[src/rtl/debug_pkg.sv]
// -----------------------------------------------------------------------------
// debug_pkg
// Shared definitions for the debug frame serializer slice:
//   - NB_BYTE          : width of one serial byte
//   - ST_IDLE/HEADER/SEND : serializer FSM state encoding
//   - clog2()          : ceiling log2 helper for elaboration-time widths
//   - bytes_per_frame(): number of serial bytes in one control frame
// -----------------------------------------------------------------------------
package debug_pkg;

  localparam int NB_BYTE = 8;

  localparam logic [1:0] ST_IDLE   = 2'd0;
  localparam logic [1:0] ST_HEADER = 2'd1;
  localparam logic [1:0] ST_SEND   = 2'd2;

  function automatic int clog2(input int value);
    int r;
    r = 0;
    while ((1 << r) < value) r++;
    return r;
  endfunction

  // The frame width is expected to be an exact multiple of the byte width.
  function automatic int bytes_per_frame(input int nb_frame, input int nb_byte);
    return nb_frame / nb_byte;
  endfunction

endpackage

[src/rtl/debug_sync_fifo.sv]
// -----------------------------------------------------------------------------
// debug_sync_fifo
// Single-clock FIFO with first-word-fall-through read: o_data always shows the
// oldest entry, and i_pop retires it at the clock edge. Push and pop in the
// same cycle are supported (count unchanged). The caller must not push while
// full without a same-cycle pop, nor pop while empty.
// Ports:
//   i_clock, i_reset : clock, asynchronous active-high reset
//   i_push, i_data   : write strobe and data
//   i_pop            : retire the head entry
//   o_data           : head entry (valid while !o_empty)
//   o_full, o_empty  : occupancy flags
//   o_count          : number of stored entries (0..2**LOG2_DEPTH)
// -----------------------------------------------------------------------------
module debug_sync_fifo #(
  parameter int WIDTH      = 32,
  parameter int LOG2_DEPTH = 3
) (
  input  logic                  i_clock,
  input  logic                  i_reset,
  input  logic                  i_push,
  input  logic [WIDTH-1:0]      i_data,
  input  logic                  i_pop,
  output logic [WIDTH-1:0]      o_data,
  output logic                  o_full,
  output logic                  o_empty,
  output logic [LOG2_DEPTH:0]   o_count
);

  localparam int DEPTH = 1 << LOG2_DEPTH;

  logic [WIDTH-1:0]      mem [DEPTH];
  logic [LOG2_DEPTH-1:0] wr_ptr_q;
  logic [LOG2_DEPTH-1:0] rd_ptr_q;
  logic [LOG2_DEPTH:0]   count_q;

  // NOTE: storage has no reset; entries are only observed after being written,
  // so clearing them would cost a reset net per bit for nothing.
  always_ff @(posedge i_clock) begin
    if (i_push) mem[wr_ptr_q] <= i_data;
  end

  // NOTE: sequential state uses non-blocking assignments so every flop samples
  // pre-edge values regardless of statement order.
  always_ff @(posedge i_clock or posedge i_reset) begin
    if (i_reset) begin
      wr_ptr_q <= '0;
      rd_ptr_q <= '0;
      count_q  <= '0;
    end else begin
      // Pointers are exactly LOG2_DEPTH bits wide, so they wrap modulo depth.
      if (i_push) wr_ptr_q <= wr_ptr_q + LOG2_DEPTH'(1);
      if (i_pop)  rd_ptr_q <= rd_ptr_q + LOG2_DEPTH'(1);
      case ({i_push, i_pop})
        2'b10:   count_q <= count_q + (LOG2_DEPTH + 1)'(1);
        2'b01:   count_q <= count_q - (LOG2_DEPTH + 1)'(1);
        default: count_q <= count_q;
      endcase
    end
  end

  assign o_data  = mem[rd_ptr_q];
  assign o_full  = (count_q == (LOG2_DEPTH + 1)'(DEPTH));
  assign o_empty = (count_q == '0);
  assign o_count = count_q;

endmodule

[src/rtl/debug_frame_serializer.sv]
// -----------------------------------------------------------------------------
// debug_frame_serializer
// Buffers NB_CONTROL_FRAME-bit debug frames (one per i_writing cycle, no
// upstream backpressure) and sends each as bytes, MSB byte first, over a
// valid/ready handshake to a UART transmitter.
// Optional feature macro: DEBUG_SERIALIZER_HEADER_EN -- when defined, each
// frame is preceded by one header byte holding an 8-bit wrapping sequence
// number that starts at 0 after reset.
// Ports:
//   i_clock, i_reset : clock, asynchronous active-high reset
//   i_frame          : frame from the upstream latch stage
//   i_writing        : frame valid; each high cycle is one frame
//   i_tx_ready       : UART TX accepts a byte this cycle
//   o_tx_data        : byte to UART TX (0 while o_tx_valid is low)
//   o_tx_valid       : o_tx_data valid
//   o_busy           : FIFO non-empty or a frame is being sent
//   o_overflow       : sticky; at least one frame was dropped
// -----------------------------------------------------------------------------
module debug_frame_serializer #(
  parameter int NB_CONTROL_FRAME = 32,
  parameter int NB_BYTE          = debug_pkg::NB_BYTE,
  parameter int LOG2_FIFO_DEPTH  = 3
) (
  input  logic                        i_clock,
  input  logic                        i_reset,
  input  logic [NB_CONTROL_FRAME-1:0] i_frame,
  input  logic                        i_writing,
  input  logic                        i_tx_ready,
  output logic [NB_BYTE-1:0]          o_tx_data,
  output logic                        o_tx_valid,
  output logic                        o_busy,
  output logic                        o_overflow
);

  import debug_pkg::*;

  localparam int BPF   = bytes_per_frame(NB_CONTROL_FRAME, NB_BYTE);
  localparam int IDX_W = (BPF > 1) ? clog2(BPF) : 1;
  localparam int CNT_W = LOG2_FIFO_DEPTH + 1;
  localparam logic [IDX_W-1:0] LAST_IDX = IDX_W'(BPF - 1);

`ifdef DEBUG_SERIALIZER_HEADER_EN
  // A freshly loaded frame is announced by its header byte first.
  localparam logic [1:0] ST_LOAD = ST_HEADER;
`else
  localparam logic [1:0] ST_LOAD = ST_SEND;
`endif

  logic [1:0]                  state_q;
  logic [1:0]                  state_d;
  logic [NB_CONTROL_FRAME-1:0] shift_q;
  logic [IDX_W-1:0]            byte_idx_q;
  logic [NB_CONTROL_FRAME-1:0] fifo_data;
  logic                        fifo_full;
  logic                        fifo_empty;
  logic [CNT_W-1:0]            fifo_count;
  logic [CNT_W-1:0]            count_next;
  logic                        push;
  logic                        pop;
  logic                        xfer;
  logic                        last_byte;
  logic                        overflow_q;
  logic                        busy_q;
`ifdef DEBUG_SERIALIZER_HEADER_EN
  logic [7:0]                  seq_q;
`endif

  debug_sync_fifo #(
    .WIDTH      (NB_CONTROL_FRAME),
    .LOG2_DEPTH (LOG2_FIFO_DEPTH)
  ) u_fifo (
    .i_clock (i_clock),
    .i_reset (i_reset),
    .i_push  (push),
    .i_data  (i_frame),
    .i_pop   (pop),
    .o_data  (fifo_data),
    .o_full  (fifo_full),
    .o_empty (fifo_empty),
    .o_count (fifo_count)
  );

  assign xfer      = o_tx_valid & i_tx_ready;
  assign last_byte = (byte_idx_q == LAST_IDX);
  // A full FIFO still accepts a frame when the head leaves in the same cycle.
  assign push       = i_writing & (~fifo_full | pop);
  assign count_next = fifo_count + CNT_W'(push) - CNT_W'(pop);

  // State register.
  always_ff @(posedge i_clock or posedge i_reset) begin
    if (i_reset) state_q <= ST_IDLE;
    else         state_q <= state_d;
  end

  // Next state and FIFO pop. A pop loads the shift register on the same edge,
  // which is what makes back-to-back frames gapless.
  // NOTE: every combinational output gets a default before the case so no
  // path leaves it unassigned, which would otherwise infer a latch.
  always_comb begin
    state_d = state_q;
    pop     = 1'b0;
    case (state_q)
      ST_IDLE: begin
        if (!fifo_empty) begin
          pop     = 1'b1;
          state_d = ST_LOAD;
        end
      end
`ifdef DEBUG_SERIALIZER_HEADER_EN
      ST_HEADER: begin
        if (xfer) state_d = ST_SEND;
      end
`endif
      ST_SEND: begin
        if (xfer && last_byte) begin
          if (!fifo_empty) begin
            pop     = 1'b1;
            state_d = ST_LOAD;
          end else begin
            state_d = ST_IDLE;
          end
        end
      end
      default: state_d = ST_IDLE;
    endcase
  end

  // Outputs depend only on registered state, so data holds while not ready.
  always_comb begin
    o_tx_valid = 1'b0;
    o_tx_data  = '0;
    case (state_q)
      ST_SEND: begin
        o_tx_valid = 1'b1;
        o_tx_data  = shift_q[NB_CONTROL_FRAME-1 -: NB_BYTE];
      end
`ifdef DEBUG_SERIALIZER_HEADER_EN
      ST_HEADER: begin
        o_tx_valid = 1'b1;
        o_tx_data  = NB_BYTE'(seq_q);
      end
`endif
      default: ;
    endcase
  end

  // Shift register and byte index. The index stops at the last byte; the
  // next load (or reset) brings it back to 0.
  always_ff @(posedge i_clock or posedge i_reset) begin
    if (i_reset) begin
      shift_q    <= '0;
      byte_idx_q <= '0;
    end else if (pop) begin
      shift_q    <= fifo_data;
      byte_idx_q <= '0;
    end else if ((state_q == ST_SEND) && xfer && !last_byte) begin
      shift_q    <= shift_q << NB_BYTE;
      byte_idx_q <= byte_idx_q + IDX_W'(1);
    end
  end

`ifdef DEBUG_SERIALIZER_HEADER_EN
  always_ff @(posedge i_clock or posedge i_reset) begin
    if (i_reset)                           seq_q <= '0;
    else if ((state_q == ST_HEADER) && xfer) seq_q <= seq_q + 8'd1;
  end
`endif

  // Busy is registered from next-state values so it matches the state after
  // the edge and carries no combinational glitches.
  always_ff @(posedge i_clock or posedge i_reset) begin
    if (i_reset) begin
      overflow_q <= 1'b0;
      busy_q     <= 1'b0;
    end else begin
      if (i_writing && fifo_full && !pop) overflow_q <= 1'b1;
      busy_q <= (state_d != ST_IDLE) || (count_next != '0);
    end
  end

  assign o_overflow = overflow_q;
  assign o_busy     = busy_q;

endmodule

[config.mk]
export PLATFORM = sky130hd
export DESIGN_NAME = debug_frame_serializer
export DESIGN_NICKNAME = d
export VERILOG_FILES = /design/src/rtl/debug_pkg.sv /design/src/rtl/debug_sync_fifo.sv /design/src/rtl/debug_frame_serializer.sv
export SDC_FILE = /design/constraint.sdc
export NUM_CORES = 1
export LEC_CHECK = 0
export ABC_CLOCK_PERIOD_IN_PS = 5200
export BUFFER_PORTS_ARGS = -buffer_cell sky130_fd_sc_hd__buf_2
export CORE_ASPECT_RATIO = 2
export CORE_MARGIN = 2
export CORE_UTILIZATION = 35
export CTS_BUF_LIST = sky130_fd_sc_hd__clkbuf_16
export CTS_CLUSTER_SIZE = 30
export DETAILED_ROUTE_END_ITERATION = 6
export RECOVER_POWER = 25
export SYNTH_ARGS = -nofsm -noshare
export SYNTH_HDL_FRONTEND = slang
export SYNTH_SLANG_ARGS = --single-unit
[constraint.sdc]
create_clock -name i_clock -period 5.2 [get_ports i_clock]
set_input_delay 0 -clock i_clock [delete_from_list [all_inputs] [get_ports i_clock]]
set_output_delay 0 -clock i_clock [all_outputs]
set_load 0.005 [all_outputs]
* After elaboration in Yosys (flattened, before gate mapping)
Memory sizes are Yosys's and may differ from the RTL's.
Cells that the tools add are included.
** Storage, ports and cells
- Output and inout bits :: 11
- RAM bits :: 256
- Input bits :: 36
- Bits in registers :: 48
- Memories kept :: 1
- Logic and storage cells :: 55
** Operators by class
- Add/sub/neg operators :: 7
- Bitwise operators :: 4
- Eq/ne operators :: 5
- Reduce and logical (&&, ||, !) cells :: 14
- Multiplexer cells :: 16
** Memories
- u_fifo.mem :: words 8, bits a word 32, rd ports 1, clocked after Yosys merged registers in 0, wr ports 1, RTL line debug_sync_fifo.sv:32 : logic [WIDTH-1:0] mem [DEPTH];
** Operators by type and width (number)
- 2-to-1 mux 32 bit :: 2
- 2-to-1 mux 2 bit :: 5
- 2-to-1 mux 8 bit :: 1
- one-hot mux 4 bit (2 select lines) :: 1
- adder 3 x 1 -> 3 bit (second input constant) :: 2
- == test 2 bit (second input constant) :: 3
- nonzero test 2 bit :: 3
- logical AND 1 bit :: 5
- 2-to-1 mux 1 bit :: 5
- adder 4 x 1 -> 4 bit :: 1
- adder 4 x 1 -> 4 bit (second input constant) :: 1
- == test 4 bit (second input constant) :: 1
- logical NOT 4 bit :: 1
- one-hot mux 2 bit (2 select lines) :: 1
- nonzero test 4 bit :: 1
- subtractor 4 x 1 -> 4 bit :: 1
- subtractor 4 x 1 -> 4 bit (second input constant) :: 1
- adder 2 x 1 -> 2 bit (second input constant) :: 1
- AND 1 bit :: 2
- == test 2 x 1 -> 1 bit (second input constant) :: 1
- logical NOT 1 bit :: 2
- logical NOT 2 bit :: 1
- one-hot mux 1 bit (2 select lines) :: 1
- logical OR 1 bit :: 1
- 2 further kinds :: 2

* Depth between registers and ports, before layout
Gate-level depths: netlist of run 1.
- Word-level depth :: 12
- Depth in mapped cells :: 14
- Gate-level depth less buffers :: 13

* Cells and area by module
Synthesis of run 1 repeated with hierarchy kept, for this count alone.
** Unflattened totals
- Cells, all modules :: 586
- Area total of the unflattened synthesis :: 12568.3 um2
** By module, submodules not included
- debug_sync_fifo :: cells each 431, times used 1, area each 10337.4 um2
- debug_frame_serializer :: cells each 155, times used 1, area each 2230.9 um2

* Worst setup path after synthesis of run 1
OpenSTA, ideal clock, no wires.
- Path type :: register to register
- Start point :: register u_fifo.count_q[2], in the netlist u_fifo.o_count[2]
- End point :: memory u_fifo.mem[1][0], enable pin
- Data arrival time :: 3.357 ns
- Stages on the path, launching flop included :: 8
- Setup slack :: 1.382 ns
- Path buffers :: 0
- Library setup time :: 0.461 ns
- Cell sequence :: dfrtp_1 > inv_1 > ha_1 > nor3b_1 > a22oi_2 > inv_2 > nand2_1 > nor3_1
** On the way
- Word-level cells in the longest chain between the ends :: 8
- Elaborated cells between the ends (all ways) :: 10
- Those cells by class :: 1 x eq/ne; 5 x mux; 3 x bitwise; 1 x reduce/logical
** RTL lines
- start: declaration :: RTL line debug_sync_fifo.sv:35 : logic [LOG2_DEPTH:0] count_q;
- start signal: assignment :: RTL line debug_sync_fifo.sv:55 : 2'b10: count_q <= count_q + (LOG2_DEPTH + 1)'(1);
- start signal: assignment :: RTL line debug_sync_fifo.sv:56 : 2'b01: count_q <= count_q - (LOG2_DEPTH + 1)'(1);
- start signal: assignment :: RTL line debug_sync_fifo.sv:57 : default: count_q <= count_q;
- logical NOT 4 bit :: RTL line debug_sync_fifo.sv:64 : assign o_empty = (count_q == '0);
- 2-to-1 mux 1 bit :: RTL line debug_frame_serializer.sv:104, debug_frame_serializer.sv:116
- 2-to-1 mux 1 bit :: RTL line debug_frame_serializer.sv:115 : if (xfer && last_byte) begin
- one-hot mux 1 bit (2 select lines) :: RTL line debug_frame_serializer.sv:102 : case (state_q)
- bitwise OR 1 bit * :: RTL line debug_frame_serializer.sv:86 : assign push = i_writing & (~fifo_full | pop);
- AND 1 bit * :: RTL line debug_frame_serializer.sv:86
- named net push :: RTL line debug_frame_serializer.sv:58 : logic push;
- 2-to-1 mux 1 bit * :: RTL line debug_sync_fifo.sv:40 : if (i_push) mem[wr_ptr_q] <= i_data;
- 2-to-1 mux 1 bit (not written as such) * :: RTL line debug_sync_fifo.sv:40
- end: declaration :: RTL line debug_sync_fifo.sv:32
Mark *: on every way through the listed nets, which the timed path passes. The rest lies on a longest branch.

* Worst setup path in the final report of run 1
- Start point :: register u_fifo.count_q[2], in the netlist u_fifo.o_count[2]
- End point :: register u_fifo.count_q[3], in the netlist u_fifo.o_count[3]
** On the way
- Word-level cells in the longest chain between the ends :: 8
- Elaborated cells between the ends (all ways) :: 14
- Those cells by class :: 2 x add/sub; 3 x eq/ne; 4 x mux; 3 x bitwise; 2 x reduce/logical
** RTL lines
- logical NOT 4 bit :: RTL line debug_sync_fifo.sv:64
- 2-to-1 mux 1 bit :: RTL line debug_frame_serializer.sv:104, debug_frame_serializer.sv:116
- 2-to-1 mux 1 bit :: RTL line debug_frame_serializer.sv:115
- one-hot mux 1 bit (2 select lines) :: RTL line debug_frame_serializer.sv:102
- bitwise OR 1 bit :: RTL line debug_frame_serializer.sv:86
- AND 1 bit :: RTL line debug_frame_serializer.sv:86
- == test 2 x 1 -> 1 bit / == test 2 bit (equally long branches) :: RTL line debug_sync_fifo.sv:54 : case ({i_push, i_pop})
- one-hot mux 4 bit (2 select lines) / nonzero test 2 bit (equally long branches)
Parallel ways exist; a longest one is shown, timed or not.
A chain may end at the register's enable or synchronous reset.

==> results of run 1 <==
-- layer usage --
metal	vias up	GRT usage [%]	share of wire, %
met5	-	0	0
met4	0	4.70	2.2
met3	30	1.54	2.5
met2	84	27.9	58
met1	3073	15.9	38
li1	2638	-	-
-- flip-flops by register name, indices dropped and copies added (netlist names) --
signal and flops:
u_fifo.o_count 4, state_q 2, o_busy 1, shift_q 32, u_fifo.rd_ptr_q 3, byte_idx_q 2
o_overflow 1, u_fifo.wr_ptr_q 3, u_fifo.mem 256
-- power by group --
group / internal (uW) / switching (uW) / total (uW)
Clock: 976 / 885 / 1860
Combinational: 949 / 1020 / 1960
Sequential: 3160 / 391 / 3550
-- final timing paths --
check | to | slack (ns)
worst max register to register | u_fifo.o_count[3] | 2.11
min in group i_clock | u_fifo.mem[6][14] | 0.27
worst min register to register | byte_idx_q[0] | 0.48
max in group asynchronous | u_fifo.rd_ptr_q[0] | 4.18
worst max-delay path | u_fifo.o_count[3] | 2.11
worst min-delay path | state_q[1] | 0.23
-- worst max-delay path, cell delays in order, from the launching register on --
cell	delay [ns]
dfrtp_1	0.38
inv_1	0.09
ha_1	0.22
nor3b_2	0.17
or3_2	0.49
clkinv_2	0.24
ha_1	0.30
ha_1	0.27
a21o_1	0.21
a2111oi_0	0.37
nand3b_1	0.16
nand3_1	0.07
-- stage by stage --
step	total power [uW]	util, %	setup WS (ns)
floorplan	4950	-	1.38
global placement	5590	37.6	2.22
detailed placement	5630	37.6	2.13
CTS	7510	41.1	2.10
global route	7760	41.0	1.87
finish	7380	41.0	2.11
-- cell type report --
| type | count | area share (%) |
|---|---|---|
| Sequential cell | 304 | 63.6 |
| Timing Repair Buffer | 95 | 4.82 |
| Inverter | 14 | 0.385 |
| Multi-Input combinational cell | 264 | 21.4 |
| Clock inverter | 22 | 1.16 |
| Tap cell | 441 | 3.95 |
| Clock buffer | 26 | 4.66 |
-- cell usage in the layout, fill, tap and decap left out, types with 6 or more instances in the layout --
| cell | count |
|---|---|
| nand3_1 | 11 |
| a21oi_2 | 10 |
| mux4_2 | 63 |
| buf_2 | 24 |
| dlygate4sd3_1 | 36 |
| a211oi_2 | 10 |
| a21oi_1 | 17 |
| clkinv_2 | 7 |
| edfxtp_1 | 256 |
| o21ai_1 | 9 |
| and2_1 | 8 |
| buf_4 | 12 |
| nand2_1 | 18 |
| mux2i_1 | 35 |
| dfrtp_1 | 45 |
| inv_1 | 13 |
| clkbuf_16 | 26 |
| nor2_4 | 6 |
| o22ai_1 | 14 |
| clkinv_1 | 6 |
| ha_1 | 11 |
| nor2b_1 | 11 |
| clkbuf_1 | 22 |
| xnor2_1 | 6 |
-- synthesized netlist by cell type, types with 9 or more instances --
cell type / number
edfxtp_1: 256
mux4_2: 63
dfrtp_1: 48
mux2i_1: 35
buf_2: 19
nand2_1: 18
a21oi_1: 17
o22ai_1: 14
inv_1: 12
ha_1: 11
nand3_1: 11
nor2b_1: 11
a211oi_2: 10
a21oi_2: 10
o21ai_1: 9
-- cell families after synthesis --
kind of cell | count (synthesis) | synth area share (%)
DFF | 304 | 73.6
xor gates and xnor gates | 7 | 0.508
and+or+nand+nor | 74 | 3.30
muxes | 98 | 14.7
adders and majority gates | 13 | 1.47
other | 1 | 0.0311
AOI/OAI and AO/OA | 71 | 4.33
buffers and inverters | 45 | 2.07
-- repair_timing --
| item | in CTS | in global routing |
|---|---|---|
| setup endpoints to repair | 0 | 0 |
| hold buffers | 36 | 0 |
| gates resized for setup | 0 | 0 |
| endpoints found under the hold margin | 308 | 0 |
==> metrics, run 1 <==
max-slew violation count 0; Max VDD drop 244 uV; Die H 267 um; Post-DRT Antenna Nets 0; Cell Count, Final, Fillers Out 1166; CTS tree built; gr usage total 14.3%; DR WL/cell 21.5 um; maximum fanout along the worst path 18; Clock Latency Late Sink 0.56 ns; grt ovf 0; instance count of the mapped netlist 613; Layout Nets 754; CTS Buf Count 26; Core Region 34100 um^2; drt pass-1 iters 4; Fin. Hold Viols 0; htree depth 1; fin crit period 3.09 ns; pwr dens 528 nW/um^2; row cnt 96; Top Ports 47; kind of critical path reg2reg; Post-synth EDFFs 256; Placer Congestion 0.757; worst r2r src u_fifo.o_count[2]; placed insts 1082; clk slew on worst S/H paths 0.07 ns; maximum clock path buffer count 3; worst reg-to-reg path cell count 11; Worst Skew 0.0258 ns; cell taking the most area after synthesis edfxtp_1; layout cells sized above 1 24.8%; top post-synthesis cells by area edfxtp_1 (64%), mux4_2 (12%), dfrtp_1 (10%), mux2i_1 (2.9%), ha_1 (1.1%); sequential area share after synthesis 73.6%; largest net degree at the start of global routing 49; FF/Latch Area 8890 um^2; Avg Cell Area, Syn 19.7 um^2; Initial Utilization 35.4%; Die X 135 um; WHS 0.232 ns; Worst setup EP type flop; vias in the first global route 6370; fin crit share 59.4%; critical path arrival 3.52 ns; initial drt markers 303; final WL 25100 um; dpl hpwl 15100 um; setup violators final 0; Post-DP Area 12800 um^2; area of the multi-input gates 2990 um^2; max_slew headroom 14.7%; buffers added on ports 46; post-DR vias/cell 5.00; Post-CTS Setup Repair Bufs 0; Worst Setup SP u_fifo.o_count[2]; RSZ-0062 raised after global routing false; final setup TNS 0 ns; first-pass GRT wire length 38400 um; Design Area, Final 14000 um^2; vias 5825; status finished, final reports clean; Synthesized Nets 662; Yosys warning total 0; #FFs+latches synth 304; top-area cell type share of the netlist area 63.7%; ys async rst share 15.8%; antenna violations before repair 0; crit start category flop; HP Class in2async; post-synth cell types 45; CTS Sinks 304; Area growth syn-to-layout 15.8%; worst path required time 5.63 ns; worst slew pin tran 1.28 ns; fillcell total 3088; DIE AREA 36100 um^2; max-cap viol count 0; area of the mapped netlist 12100 um^2; dominant synthesized flop cell edfxtp_1; Peak Freq 324 MHz; DRC viols 0; clk root buf clkbuf_16; antenna cells 0; LEAKAGE 0.00472 uW
Power figures use the tool's default switching activity.
==> run 2: changes to the inputs <==
- ABC_CLOCK_PERIOD_IN_PS: 5200 -> 2650
- clock period: 5.2 -> 2.65 ns (I/O delays scaled with it)
==> run 2 against run 1 <==
Compared with the run above: setup slack lost 2.0 ns; critical path type unchanged; non-clock buffer count grew 33; highest routed layer unchanged; critical endpoint is now o_busy; first-iteration DRC count shrank 0.33%; cell count grew 2.5%.
==> metrics, run 2 (synthesized netlist as in run 1, its figures left out) <==
status finished, final reports clean (unchanged); Reg2Reg Capture Point o_busy (was u_fifo.o_count[3]); Util after Layout 42.1% (was 41.0%); grt ovf 0 (unchanged); CTS Sinks 304 (unchanged); Peak Freq 395 MHz (was 324 MHz); commonest cells after routing, fill and taps aside edfxtp_1 (256), mux4_2 (63), dfrtp_1 (45), mux2i_1 (35), dlygate4sd3_1 (35) (was edfxtp_1 (256), mux4_2 (63), dfrtp_1 (45), dlygate4sd3_1 (36), mux2i_1 (35)); htree depth 1 (unchanged); Area growth syn-to-layout 19.1% (was 15.8%); switch share 30.7% (was 31.1%); post-DR vias/cell 4.98 (was 5.00); critical path arrival 2.95 ns (was 3.52 ns); crit start category flop (unchanged); Clock power frac 23.1% (was 25.2%); Fin. Hold Viols 0 (unchanged); Comb pwr share 31.8% (was 26.6%); critical path's top delay family simple AND/OR/NAND/NOR gates (unchanged); buffers added on ports 46 (unchanged); Initial Utilization 35.4% (unchanged); WHS 0.187 ns (was 0.232 ns); worst slew pin tran 0.844 ns (was 1.28 ns); max_slew headroom 43.6% (was 14.7%); gr usage total 14.5% (was 14.3%); worst path required time 3.07 ns (was 5.63 ns); worst reg-to-reg path cell count 13 (was 11); LEAKAGE 0.00492 uW (was 0.00472 uW); antenna cells 0 (unchanged); fin crit share 95.6% (was 59.4%); layout cells sized above 1 28.4% (was 24.8%); DRC viols 0 (unchanged); sum of buffers and inverters on the critical path 3 (was 2); row cnt 96 (unchanged); R2R Setup Slk 0.12 ns (was 2.11 ns); most common cell after layout, fill and taps aside edfxtp_1 (unchanged); maximum clock path buffer count 3 (unchanged); kind of critical path reg2reg (unchanged); Worst setup EP type flop (unchanged); vias 5949 (was 5825); setup violators final 0 (unchanged); clk slew on worst S/H paths 0.07 ns (about the same); clk root buf clkbuf_16 (unchanged); maximum fanout along the worst path 5 (was 18); Max VDD drop 450 uV (was 244 uV); antenna violations before repair 0 (unchanged); final WL 25400 um (was 25100 um); Top Ports 47 (unchanged); Die X 135 um (unchanged); Top reg by flops u_fifo.mem (unchanged); Core Region 34100 um^2 (unchanged); max FFs per register 256 (unchanged); largest net degree at the start of global routing 50 (was 49); critical-path cell list inv_1 > ha_1 > nor3b_2 > or3_4 > clkinv_4 > nand2_1 > nand2_1 > ha_1 > inv_1 > fa_1 > xnor2_1 > nor4b_2 > nand2_1 (was inv_1 > ha_1 > nor3b_2 > or3_2 > clkinv_2 > ha_1 > ha_1 > a21o_1 > a2111oi_0 > nand3b_1 > nand3_1); CP peak stage delay 0.40 ns (was 0.49 ns); pwr dens 1030 nW/um^2 (was 528 nW/um^2); DR WL/cell 21.2 um (was 21.5 um); Layout Nets 786 (was 754); first-pass GRT wire length 38900 um (was 38400 um); Worst Skew 0.0142 ns (was 0.0258 ns); CTS Buf Count 25 (was 26); initial drt markers 302 (was 303); worst r2r src u_fifo.o_count[3] (was u_fifo.o_count[2]); Post-DRT Antenna Nets 0 (unchanged); HP Class in2async (unchanged); Internal 10300 uW (was 5080 uW); CTS tree built (unchanged); dpl hpwl 15700 um (was 15100 um); sequential power share 45.0% (was 48.1%); Clock Latency Late Sink 0.54 ns (was 0.56 ns); fin crit period 2.53 ns (was 3.09 ns); vias in the first global route 6485 (was 6370); drt pass-1 iters 4 (unchanged); DIE AREA 36100 um^2 (unchanged); Die H 267 um (unchanged); Placer Congestion 0.777 (was 0.757); max-cap viol count 0 (unchanged); Slowest-stage cell, CP or3_4 (was or3_2); Switching Power 4550 uW (was 2290 uW); Most Frequent Cell on Critical Path nand2_1 (was ha_1); max-slew violation count 0 (unchanged)
[run 2: cell types whose count changed in the layout (fill, tap and decap cells not counted), sizes merged]
| cell | before | now |
|---|---|---|
| buf | 37 | 73 |
| clkinvlp | 3 | 0 |
| clkbuf | 48 | 45 |
| inv | 16 | 20 |
| dlygate4sd3 | 36 | 35 |
| clkinv | 16 | 12 |
[run 2: area by class of cell]
cell class / count / area (um^2)
clock buffer: 25 / 626
sequential: 304 / 8890
timing repair buffer: 128 / 1080
clock inverter: 19 / 108
tap: 441 / 552
multi-input combinational: 264 / 3050
inverter: 14 / 57.6
fill: 3057 / 19700
[run 2: power groups by stage]
stage	logic [uW]	clock network, uW	registers (uW)
finish	4720	3430	6670
CTS	4720	3520	6690
floorplan	3150	0	6560
global placement	4630	0	6760
global route	5130	3660	6770
detailed placement	4650	0	6790
[run 2: worst min-delay path: cells and delay by family]
kind,cells,cell delay [ns]
buf+inv,3,1.25
[run 2: routing by layer]
layer	vias to the layer above	GRT usage, %	share of wire [%]
met1	3114	15.7	37
li1	2714	-	-
met4	0	5.04	2.8
met3	29	1.23	2.3
met5	-	0	0
met2	92	28.7	58
[run 2: stage by stage]
| step | power, uW | setup TNS [ns] | setup WS (ns) | area [um^2] | std cells |
|---|---|---|---|---|---|
| final | 14800 | 0 | 0.116 | 14400 | 1195 |
| after detailed placement | 11400 | -0.115 | -0.102 | 13200 | 1110 |
| after CTS | 14900 | 0 | 0.00879 | 14300 | 1189 |
| after floorplan | 9720 | -69.93 | -0.311 | 12100 | 613 |
| after global placement | 11400 | -0.00726 | -0.00440 | 13200 | 1110 |
| after global routing | 15600 | -0.0661 | -0.0661 | 14400 | 1195 |
[run 2: how the worst max path moves through the flow]
stage / startpoint / to / slack, ns / depth (start not counted)
after floorplan: u_fifo.o_count[2] / u_fifo.mem[7][0] / -0.31 / 7
after global placement: u_fifo.o_count[2] / u_fifo.o_count[3] / -0.004 / 11
after detailed placement: u_fifo.o_count[2] / u_fifo.o_count[3] / -0.10 / 11
after CTS: u_fifo.o_count[2] / u_fifo.mem[4][24] / 0.009 / 10
after global routing: u_fifo.o_count[3] / o_busy / -0.07 / 13
final: u_fifo.o_count[3] / o_busy / 0.12 / 13
[run 2: repair_timing]
| item | in CTS | in global routing |
|---|---|---|
| pin swaps | 1 | 4 |
| setup endpoints to repair | 18 | 74 |
| resized for setup | 5 | 7 |
| buffers inserted | 0 | 6 |
| hold endpoints to repair | 297 | 0 |
| hold buffers | 35 | 0 |
| cloned | 0 | 0 |
